**config.mk**
```make
export PLATFORM = sky130hd
export DESIGN_NAME = counter_sched
export DESIGN_NICKNAME = d
export VERILOG_FILES = /design/src/rtl/counter_sched.sv
export SDC_FILE = /design/constraint.sdc
export NUM_CORES = 1
export LEC_CHECK = 0
export ABC_AREA = 1
export CORE_MARGIN = 2
export CORE_UTILIZATION = 47
export DETAILED_ROUTE_END_ITERATION = 10
export HOLD_SLACK_MARGIN = 0.12
export PLACE_DENSITY = 0.9
export SLEW_MARGIN = 0
export SYNTH_ARGS = -nofsm -noshare
export SYNTH_HDL_FRONTEND = slang
export SYNTH_SLANG_ARGS = --single-unit
```
**constraint.sdc**
```tcl
create_clock -name clk -period 4.15 [get_ports clk]
set_clock_uncertainty 0.15 [all_clocks]
set_input_delay 0.415 -clock clk [delete_from_list [all_inputs] [get_ports clk]]
set_output_delay 0.415 -clock clk [all_outputs]
set_load 0.01 [all_outputs]
```
**src/rtl/counter_sched.sv**
```systemverilog
// Round-robin scheduler that shares one loadable counter between two requesters:
// it loads each job's start value, runs len increments and returns the final count.
module counter_sched #(
   parameter int WIDTH = 8
) (
   input  logic             clk,
   input  logic             rst,
   input  logic             req0_valid,
   output logic             req0_ready,
   input  logic [WIDTH-1:0] req0_start,
   input  logic [WIDTH-1:0] req0_len,
   input  logic             req1_valid,
   output logic             req1_ready,
   input  logic [WIDTH-1:0] req1_start,
   input  logic [WIDTH-1:0] req1_len,
   output logic             rsp_valid,
   input  logic             rsp_ready,
   output logic             rsp_id,
   output logic [WIDTH-1:0] rsp_value,
   output logic             cnt_load,
   output logic             cnt_en,
   output logic             cnt_oe,
   output logic [WIDTH-1:0] cnt_load_data,
   input  logic [WIDTH-1:0] cnt_q,
   output logic             busy,
   output logic             owner
);

   typedef enum logic [1:0] {IDLE, LOAD, RUN, RESP} state_t;

   state_t           state_q, state_d;
   logic             last_q, last_d;
   logic             owner_q, owner_d;
   logic [WIDTH-1:0] start_q, start_d;
   logic [WIDTH-1:0] len_q, len_d;
   logic [WIDTH-1:0] remaining_q, remaining_d;
   logic             grant0, grant1;

   // last_q names the requester served most recently, so a tie goes to the other one.
   // Grants are suppressed while rst is high so reset beats an acceptance.
   always_comb begin
      grant0 = 1'b0;
      grant1 = 1'b0;
      if (state_q == IDLE && !rst) begin
         if (req0_valid && req1_valid) begin
            grant0 = last_q;
            grant1 = !last_q;
         end else begin
            grant0 = req0_valid;
            grant1 = req1_valid;
         end
      end
   end

   always_comb begin
      state_d     = state_q;
      last_d      = last_q;
      owner_d     = owner_q;
      start_d     = start_q;
      len_d       = len_q;
      remaining_d = remaining_q;
      case (state_q)
         IDLE: begin
            if (grant0 || grant1) begin
               owner_d = grant1;
               last_d  = grant1;
               start_d = grant1 ? req1_start : req0_start;
               len_d   = grant1 ? req1_len : req0_len;
               state_d = LOAD;
            end
         end
         LOAD: begin
            if (len_q == '0) begin
               state_d = RESP;
            end else begin
               state_d     = RUN;
               remaining_d = len_q;
            end
         end
         RUN: begin
            remaining_d = remaining_q - WIDTH'(1);
            if (remaining_q == WIDTH'(1)) state_d = RESP;
         end
         RESP: begin
            if (rsp_ready) state_d = IDLE;
         end
         default: state_d = IDLE;
      endcase
   end

   always_ff @(posedge clk) begin
      if (rst) begin
         state_q     <= IDLE;
         last_q      <= 1'b1;
         owner_q     <= 1'b0;
         start_q     <= '0;
         len_q       <= '0;
         remaining_q <= '0;
      end else begin
         state_q     <= state_d;
         last_q      <= last_d;
         owner_q     <= owner_d;
         start_q     <= start_d;
         len_q       <= len_d;
         remaining_q <= remaining_d;
      end
   end

   // Counter controls decode straight from the state register; the counter is frozen in RESP.
   assign req0_ready    = grant0;
   assign req1_ready    = grant1;
   assign cnt_load      = (state_q == LOAD);
   assign cnt_load_data = (state_q == LOAD) ? start_q : '0;
   assign cnt_en        = (state_q == RUN);
   assign cnt_oe        = (state_q != IDLE);
   assign rsp_valid     = (state_q == RESP);
   assign rsp_id        = (state_q == RESP) && owner_q;
   assign rsp_value     = (state_q == RESP) ? cnt_q : '0;
   assign busy          = (state_q != IDLE);
   assign owner         = owner_q;

endmodule
```
# Word-level counts from Yosys, hierarchy flattened
# Index checks and enable logic that the tools add are counted.
[totals] regBits=28 out_inout_bits=25 elab_cells=43 input_bits=45
[op_classes] n_addsub=1 reduce_logical=13 n_mux=15 eq_ne=8
[ops] op="$mux W8" n=5
[ops] op="$pmux W8 S2" n=1
[ops] op="$eq A8 B1 Y1 const B" n=1
[ops] op="$logic_not A8 Y1" n=1
[ops] op="$pmux W2 S4" n=1
[ops] op="$sub A8 B1 Y8 const B" n=1
[ops] op="$mux W2" n=3
[ops] op="$ne A2 B1 Y1 const B" n=3
[ops] op="$mux W1" n=5
[ops] op="$eq A2 B2 Y1 const B" n=2
[ops] op="$reduce_and A2 Y1" n=2
[ops] op="$reduce_bool A2 Y1" n=2
[ops] op="$logic_and A1 B1 Y1" n=3
[ops] op="$reduce_and A3 Y1" n=1
[ops] op="$eq A2 B1 Y1 const B" n=1
[ops] op="$logic_not A1 Y1" n=2
[ops] op="$logic_not A2 Y1" n=1
[ops] op="$ne A2 B2 Y1 const B" n=1
[ops] op="$logic_or A1 B1 Y1" n=1

# Depth between registers and ports, before layout
# Gate-level depths: netlist (run 1).
[depth] depth_word=6 depth_mapped=11 depth_no_buf=10

# Worst setup path after synthesis (run 1)
# OpenSTA, ideal clock, no wires.
[synth_timing] path_kind="register to output" startpoint="register state_q[0]" endpoint="output req1_ready" slack_ps=2283 required_time_ps=3585 t_arrival_ps=1302 n_path_buf=1 stages_incl_launch_ff=8 cell_sequence="dfxtp_1 inv_1 ha_1 inv_2 nor2_4 nand2_4 a21oi_4 buf_12"
[synth_between] elab_chain_cells=3
[synth_lines] item="start, declared" line_no="31" source="state_t state_q, state_d;"
[synth_lines] item="start signal, assigned" line_no="100" source="state_q <= state_d;"
[synth_lines] item="$logic_not A2 Y1" line_no="44" source="if (state_q == IDLE && !rst) begin"
[synth_lines] item="$logic_and A1 B1 Y1" line_no="44"
[synth_lines] item="$mux W1" line_no="44"
[synth_lines] item="end, declared" line_no="13" source="output logic req1_ready,"
# Every way passes these cells.

# Final worst setup path (run 1)
[layout_timing] startpoint="register state_q[1]" endpoint="output req1_ready"
# Same word-level chain as after synthesis.

==> results.toml, run 1 <==
[floorplan]
dieArea_um2 = 4393
die_width_um = 66.28
core_um2 = 3689
ios = 70
initial_utilization = 0.4942
die-height_um = 66.28
rows = 22

[power]
powerDensity_nw_per_um2 = 548.3
power_mw = 1.409
leakage_nw = 1.315
ir_worst_vdd_mv = 0.2919

[logic_synthesis]
synth_area_leader_cell = "dfxtp_1"
synthTopCellsByArea = "dfxtp_1, nand2_1, inv_1, nand3_1, ha_1"
async_reset_ff_frac = 0
netlist_instances = 282
synth-seq-area-share = 0.3075
synth_seq_cells = 28
yosys_warnings = 0
yosys.area.top_type_share = 0.3075
syn_area_per_cell_um2 = 6.465
synth.distinct_cells = 23
synthFlopType = "dfxtp_1"
synth_area_um2 = 1823
syn-num-nets = 334
synth_edf_count = 0

[layout]
final_cell_area_um2 = 2570
synthToLayoutAreaGrowth_pct = 40.97
nFillCells = 314
diodes = 0
fin_cells = 393
utilization = 0.6967
nets = 398
drive_above_1_share = 0.07826

[worst_setup_path]
worst_ep_arrival_time_ps = 2500
crit_family = "buffers and inverters"
crit_fanout = 18
slowest_stage = "clkdlybuf4s50_1"
cp-start-kind = "flip-flop"
path_cells = "inv_1, ha_1, inv_2, nor2_4, nand2_4, a21oi_4, clkdlybuf4s50_1"
end_kind = "output pin"
path_class = "flip-flop to output pin"
slowest_delay_ps = 650
critical_path_required_ps = 3590
crit_buf_inv = 3

[worst_hold_path]
hp-class = "flip-flop to flip-flop"

[detailed_routing]
vias = 1969
drtPass1Iterations = 4
vias_per_cell = 5.010
drc_errors = 0
wire_per_inst_um = 12.31
wl_um = 4837
drt_iter0_drc = 205
antenna_left = 0

[timing]
min_period_over_period = 0.7392
hold_viol = 0
tns_ps = 0
tightest_slew_ps = 785.7
setup-violations-final = 0
fmax_mhz = 326.0
slew_viol_final = 0
timing.slew.headroom = 0.4756
period_minus_slack_ps = 3068
rsz0062_at_grt = "false"

[clock_network]
clk_pin_slew_ps = 100
ctsResizeCount = 0
clk_latency_ps = 270
post_cts_buffers = 0
cts_hold_buf = 0
clockBufferDepth = 2
h-tree-depth = 1
clock-sinks = 28
cts_root_buffer = "clkbuf_8"
cts_inserted_buffers = 3
cts_tree = "built"

[global_route]
grt_first_pass_wirelength_um = 8328
grt_start_max_net_pins = 26
grtUsageTotal = 0.2399
antenna_found_initial = 0
grt_overflow = 0
grt_pass1_vias = 1903

[placement]
placed_cells = 389
place.gp.congestion = 0.8799
postPlaceCellArea_um2 = 2499
dp_hpwl_um = 3658
port-buffer-count = 69

[run_status]
status = "finished clean"

[job]
cap_violations = 0
==> worst min-delay path, stage by stage (launching register included) <==
cell and delay (ps):
dfxtp_1 340, inv_1 50, a21oi_1 50
==> where the power goes <==
part	internal (mW)	total (mW)	switching, mW
Clock	0.129	0.215	0.0858
Sequential	0.339	0.394	0.0551
Combinational	0.324	0.800	0.477
==> metal layers <==
layer  part of all wire  wire length (um)  track usage
met4              0.018                85      0.09694
met5                  0                 0            0
met2               0.49              2361       0.4050
met1               0.43              2094       0.3014
met3              0.061               294      0.03918
==> Yosys cell counts (2+ instances only) <==
| library cell | n |
|---|---|
| a21oi_1 | 10 |
| a21oi_4 | 2 |
| buf_2 | 2 |
| buf_4 | 3 |
| clkbuf_1 | 3 |
| dfxtp_1 | 28 |
| ha_1 | 7 |
| inv_1 | 50 |
| nand2_1 | 88 |
| nand2_2 | 8 |
| nand2_4 | 2 |
| nand3_1 | 30 |
| nand3_2 | 7 |
| nand4_1 | 3 |
| nor2_1 | 16 |
| o211ai_1 | 4 |
| o21ai_0 | 13 |
==> per-stage QoR <==
step,hold WS (ps),setup slack [ps]
2_1_floorplan,284.1,2283
3_3_place_gp,298.7,1165
3_5_place_dp,302.9,1117
4_1_cts,317.2,1079
5_1_grt,343.3,909.5
6_report,316.6,1082
==> logic make-up (layout without fill, tap and decap cells) <==
group / count (synthesis) / in the layout / synth area share
adder cells (fa/ha/maj): 7 / 7 / 0.04804
AO/OA/AOI/OAI: 30 / 30 / 0.1036
buffers and inverters: 61 / 124 / 0.1462
flip-flops: 28 / 28 / 0.3075
AND/OR/NAND/NOR: 156 / 156 / 0.3947
==> registers in the layout, indices dropped and copies added (netlist names) <==
signal	count
remaining_q	8
start_q	8
len_q	8
state_q	2
last_q	1
owner	1
==> final timing paths <==
check	from	endpoint	slack, ps	cells after the start
setup reg to reg	state_q[1]$_SDFFE_PP0P_	len_q[2]$_SDFFE_PP0P_	1990	10
setup / recovery	state_q[1]$_SDFFE_PP0P_	req1_ready	1080	7
hold / removal	remaining_q[3]$_SDFFE_PP0P_	remaining_q[3]$_SDFFE_PP0P_	320	2
hold reg to reg	remaining_q[3]$_SDFFE_PP0P_	remaining_q[3]$_SDFFE_PP0P_	320	2
==> cell usage in the layout, fill, tap and decap left out <==
cell type / n
a21oi_1: 10
a21oi_4: 2
bufinv_16: 1
clkbuf_8: 3
clkdlybuf4s50_1: 69
dfxtp_1: 28
ha_1: 7
inv_1: 50
inv_2: 1
nand2_1: 88
nand2_2: 8
nand2_4: 2
nand3_1: 30
nand3_2: 7
nand4_1: 3
nor2_1: 16
nor2_4: 1
o211ai_1: 4
o21ai_0: 13
o21bai_2: 1
or2_2: 1
==> cell type report <==
type | instances | area, um2 | area share
tap | 48 | 60.06 | 0.02337
clock buffer | 3 | 41.29 | 0.01607
inverter | 51 | 191.4 | 0.07449
sequential | 28 | 560.5 | 0.2181
timing repair buffer | 69 | 690.7 | 0.2687
clock inverter | 1 | 30.03 | 0.01168
multi-input combinational | 193 | 996.0 | 0.3875
Power figures use the tool's default switching activity.
==> run 2, diff against run 1 <==
CORE_UTILIZATION = 40   (was 47)
PLACE_DENSITY = 0.82   (was 0.9)
clock period = 2.8 ns   (was 4.15 ns; I/O delays follow)
==> run 2 against run 1 <==
- via count is 1.6% higher
- non-clock buffer count is 3 higher
- power rose by 50%
- count of clock-buffer cells in the layout stayed put
- register-to-register slack got worse by 1300 ps
- sequential power is 48% higher
- combinational power is 50% higher
- utilization fell by 10 points
- largest cell class unchanged
- largest power group unchanged
==> results.toml, run 2 (synthesized netlist as in run 1, its figures left out) <==
[timing]
min_period_over_period = 0.8933
hold_viol = 0
fmax_mhz = 399.8
setup-violations-final = 0
tightest_slew_ps = 548.7
rsz0062_at_grt = "false"
period_minus_slack_ps = 2501
timing.slew.headroom = 0.6338
slew_viol_final = 0
tns_ps = 0

[power]
ir_worst_vdd_mv = 0.3679
leakage_nw = 1.331
powerDensity_nw_per_um2 = 811.4
power_mw = 2.108

[clock_network]
cts_root_buffer = "clkbuf_8"
cts_tree = "built"
cts_inserted_buffers = 3
h-tree-depth = 1
clk_latency_ps = 280
clock-sinks = 28
ctsResizeCount = 0
clk_pin_slew_ps = 100
cts_hold_buf = 0
post_cts_buffers = 0
clockBufferDepth = 2

[layout]
nets = 401
synthToLayoutAreaGrowth_pct = 42.48
reg_top3 = "len_q (8), remaining_q (8), start_q (8)"
layout.cells.most_common = "nand2_1"
layout_common_cells = "nand2_1, clkdlybuf4s50_1, inv_1"
drive_above_1_share = 0.08621
final_cell_area_um2 = 2597
diodes = 0

[global_route]
top_usage_layer = "met2"
grt_pass1_vias = 1915
grt_start_max_net_pins = 18
grtUsageTotal = 0.1957
grt_overflow = 0
met3_usage = 0.02532
antenna_found_initial = 0
grt_first_pass_wirelength_um = 8128
grt_util_met2 = 0.3560
grt_use_met1 = 0.2280

[worst_setup_path]
end_kind = "output pin"
crit_fanout = 16
worst_ep_arrival_time_ps = 2070
cp-start-kind = "flip-flop"
path_class = "flip-flop to output pin"
critical_path_required_ps = 2370

[detailed_routing]
drc_errors = 0
drtPass1Iterations = 4
drt_iter0_drc = 201
wl_um = 4938
vias_per_cell = 5.000
antenna_left = 0
wire_per_inst_um = 12.35
vias = 2000

[placement]
postPlaceCellArea_um2 = 2526
dp_hpwl_um = 3669
port-buffer-count = 69
place.gp.congestion = 0.8751

[floorplan]
ios = 70
dieArea_um2 = 5114
die-height_um = 71.51
initial_utilization = 0.4158
die_width_um = 71.51
core_um2 = 4384
rows = 24

[job]
cap_violations = 0

[worst_hold_path]
hp-class = "flip-flop to flip-flop"

[run_status]
status = "finished clean"
[run 2: layout make-up]
type | count | area [um2]
fillers | 408 | 1787
multi-input cells | 193 | 996.0
repair buffers | 72 | 713.2
flip-flops and latches | 28 | 560.5
inverters | 51 | 191.4
well taps | 52 | 65.06
clock buffers | 3 | 41.29
clock inverters | 1 | 30.03
[run 2: power breakdown]
part           internal, mW  switching, mW
combinational         0.489          0.710
clock                 0.192          0.135
sequential            0.502         0.0799
total                  1.18          0.924
[run 2: worst paths after layout]
| path | start | endpoint | slack [ps] | cells after the start |
|---|---|---|---|---|
| setup / recovery | state_q[0]$_SDFFE_PP0P_ | req0_ready | 300 | 7 |
| hold / removal | remaining_q[3]$_SDFFE_PP0P_ | remaining_q[3]$_SDFFE_PP0P_ | 330 | 2 |
| setup reg to reg | state_q[1]$_SDFFE_PP0P_ | remaining_q[6]$_SDFFE_PP0P_ | 730 | 6 |
| hold reg to reg | remaining_q[3]$_SDFFE_PP0P_ | remaining_q[3]$_SDFFE_PP0P_ | 330 | 2 |
[run 2: metal layers]
layer | vias up | part of all wire
met3 | 13 | 0.048
met4 | 0 | 0.029
met2 | 69 | 0.49
li1 | 1000 | -
met1 | 918 | 0.44
met5 | - | 0
[run 2: stage by stage]
| stage | hold WS, ps | instances | utilization | setup WS [ps] |
|---|---|---|---|---|
| finish | 326.0 | 400 | 0.5925 | 298.8 |
| floorplan | 199.1 | 282 | - | 1068 |
| detailed placement | 307.7 | 396 | 0.5762 | 497.7 |
| global placement | 298.5 | 396 | 0.5762 | 510.5 |
| CTS | 323.4 | 400 | 0.5925 | 299.2 |
| global route | 338.8 | 400 | 0.5925 | 196.6 |
[run 2: worst max-delay path, stage by stage, from the launching register on]
cell and delay (ps):
dfxtp_1 350, inv_1 140, ha_1 220, inv_2 70, nor2_4 150, nand2_4 160
a21oi_4 150, clkdlybuf4s50_1 550
==> run 3, diff against run 2 <==
ABC_AREA = unset   (was 1)
CORE_UTILIZATION = 38   (was 40)
PLACE_DENSITY = 0.81   (was 0.82)
==> run 3 against run 2 <==
- sequential cell count did not move
- largest power group unchanged
- worst setup slack improved by 100 ps
- maximum frequency rose by 4.3%
- via count fell by 17%
- synthesized area is 11% lower
- highest routed layer unchanged
- utilization up 0.30 points
==> results.toml, run 3 <==
[worst_setup_path]
cp-start-kind = "flip-flop"
critPathCapture = "req1_ready"
path_class = "flip-flop to output pin"
crit_cells = 5
rr_startpoint = "state_q[1]$_SDFFE_PP0P_"
worst_ep_arrival_time_ps = 1970
slowest_delay_ps = 550
crit_fanout = 4
slowest_stage = "clkdlybuf4s50_1"
critical_path_required_ps = 2370
crit_family = "buffers and inverters"
crit_buf_inv = 2
r2r_end = "remaining_q[3]$_SDFFE_PP0P_"
r2r_slack_ps = 720
reg2reg_depth = 7
end_kind = "output pin"
crit_start = "state_q[0]$_SDFFE_PP0P_"
path_cells = "inv_1, ha_1, nor2b_1, and3_1, clkdlybuf4s50_1"

[logic_synthesis]
yosys_warnings = 0
netlist_instances = 200
synth_common_cells = "a21oi_1, dfxtp_1, nand2_1"
synth_seq_cells = 28
synth.most_common_cell = "a21oi_1"
async_reset_ff_frac = 0
synth_edf_count = 0
synth.distinct_cells = 41
synth-seq-area-share = 0.3451
synthTopCellsByArea = "dfxtp_1, a21oi_1, a22oi_1, and2_1, ha_1"
syn_area_per_cell_um2 = 8.120
synth_area_um2 = 1624
yosys.area.top_type_share = 0.3451
syn-num-nets = 252
synthFlopType = "dfxtp_1"
synth_area_leader_cell = "dfxtp_1"

[detailed_routing]
drtPass1Iterations = 4
wire_per_inst_um = 13.73
drt_iter0_drc = 168
vias_per_cell = 5.226
vias = 1662
antenna_left = 0
drc_errors = 0
wl_um = 4366

[floorplan]
dieArea_um2 = 4813
die_width_um = 69.38
initial_utilization = 0.4002
core_um2 = 4058
die-height_um = 69.38
rows = 23
ios = 70

[timing]
min_period_over_period = 0.8565
fin_hold_ws_ps = 303.7
hold_viol = 0
slew_viol_final = 0
tns_ps = 0
rsz0062_at_grt = "false"
finalWorstSetupSlack_ps = 401.9
timing.slew.headroom = 0.6347
fmax_mhz = 417.0
period_minus_slack_ps = 2398
setup-violations-final = 0
tightest_slew_ps = 546.8

[placement]
postPlaceCellArea_um2 = 2361
place_ws_ps = 576.8
dp_hpwl_um = 3335
port-buffer-count = 69
place.gp.congestion = 0.8573

[layout]
multiInputGateArea_um2 = 960.9
regArea_um2 = 560.5
nets = 321
diodes = 0
layout.cells.most_common = "clkdlybuf4s50_1"
reg_top3 = "len_q (8), remaining_q (8), start_q (8)"
drive_above_1_share = 0.07836
synthToLayoutAreaGrowth_pct = 48.77
layout_common_cells = "clkdlybuf4s50_1, a21oi_1, dfxtp_1"
nFillCells = 342
final_cell_area_um2 = 2416

[clock_network]
h-tree-depth = 1
cts_tree = "built"
cts_hold_buf = 0
clock-sinks = 28
post_cts_buffers = 0
clk_pin_slew_ps = 90
clk_latency_ps = 270
clockBufferDepth = 2
cts_root_buffer = "clkbuf_8"
cts_inserted_buffers = 3
ctsResizeCount = 0

[global_route]
grt_first_pass_wirelength_um = 7527
grtUsageTotal = 0.1884
antenna_found_initial = 0
grt_start_max_net_pins = 19
grt_pass1_vias = 1648
grt_overflow = 0

[worst_hold_path]
hp-class = "flip-flop to flip-flop"
min_from = "start_q[6]$_SDFFE_PP0P_"

[job]
cap_violations = 0

[power]
powerDensity_nw_per_um2 = 754.7
ir_worst_vdd_mv = 0.3739
leakage_nw = 0.8707
power_mw = 1.824

[run_status]
status = "finished clean"
run 3: worst min path at each step:
stage / cells after the start / slack [ps] / end
floorplan: 1 / 270 / last_q$_SDFFE_PP1P_
global placement: 2 / 290 / start_q[1]$_SDFFE_PP0P_
detailed placement: 2 / 290 / start_q[5]$_SDFFE_PP0P_
CTS: 2 / 310 / start_q[5]$_SDFFE_PP0P_
global route: 2 / 330 / start_q[7]$_SDFFE_PP0P_
finish: 2 / 300 / start_q[6]$_SDFFE_PP0P_
run 3: final cells by class:
type,count,share of cell area
repair buffers,76,0.3076
inverters,9,0.01398
clock buffers,4,0.02279
flip-flops and latches,28,0.2320
multi-input cells,151,0.3977
well taps,50,0.02589
run 3: layer usage:
| layer | track usage | share of wire | vias up | wire length, um |
|---|---|---|---|---|
| met5 | 0 | 0 | - | 0 |
| met4 | 0.03704 | 0.0050 | 0 | 22 |
| met3 | 0.03634 | 0.052 | 2 | 227 |
| met2 | 0.3355 | 0.53 | 44 | 2312 |
| met1 | 0.2365 | 0.41 | 773 | 1804 |
| li1 | - | - | 843 | - |
run 3: per-stage QoR:
step / std cells / util
final: 318 / 0.5954
after global routing: 318 / 0.5954
after CTS: 318 / 0.5954
after detailed placement: 314 / 0.5819
after global placement: 314 / 0.5819
after floorplan: 200 / -
run 3: where the power goes:
| part | leakage (nW) | switching (mW) | internal, mW |
|---|---|---|---|
| Combinational | 0.613 | 0.517 | 0.471 |
| Sequential | 0.229 | 0.0963 | 0.494 |
| Clock | 0.0288 | 0.119 | 0.126 |
| Total | 0.871 | 0.732 | 1.09 |
run 3: kinds of logic after synthesis:
kind of cell | synth area share
mux | 0.006164
flops | 0.3451
fa+ha+maj | 0.05393
buf+inv | 0.06317
compound gates | 0.2766
simple gates | 0.2550
run 3: worst min-delay path: stages (launching register included):
cell and delay (ps):
dfxtp_1 310, nand2_1 50, a21oi_1 50
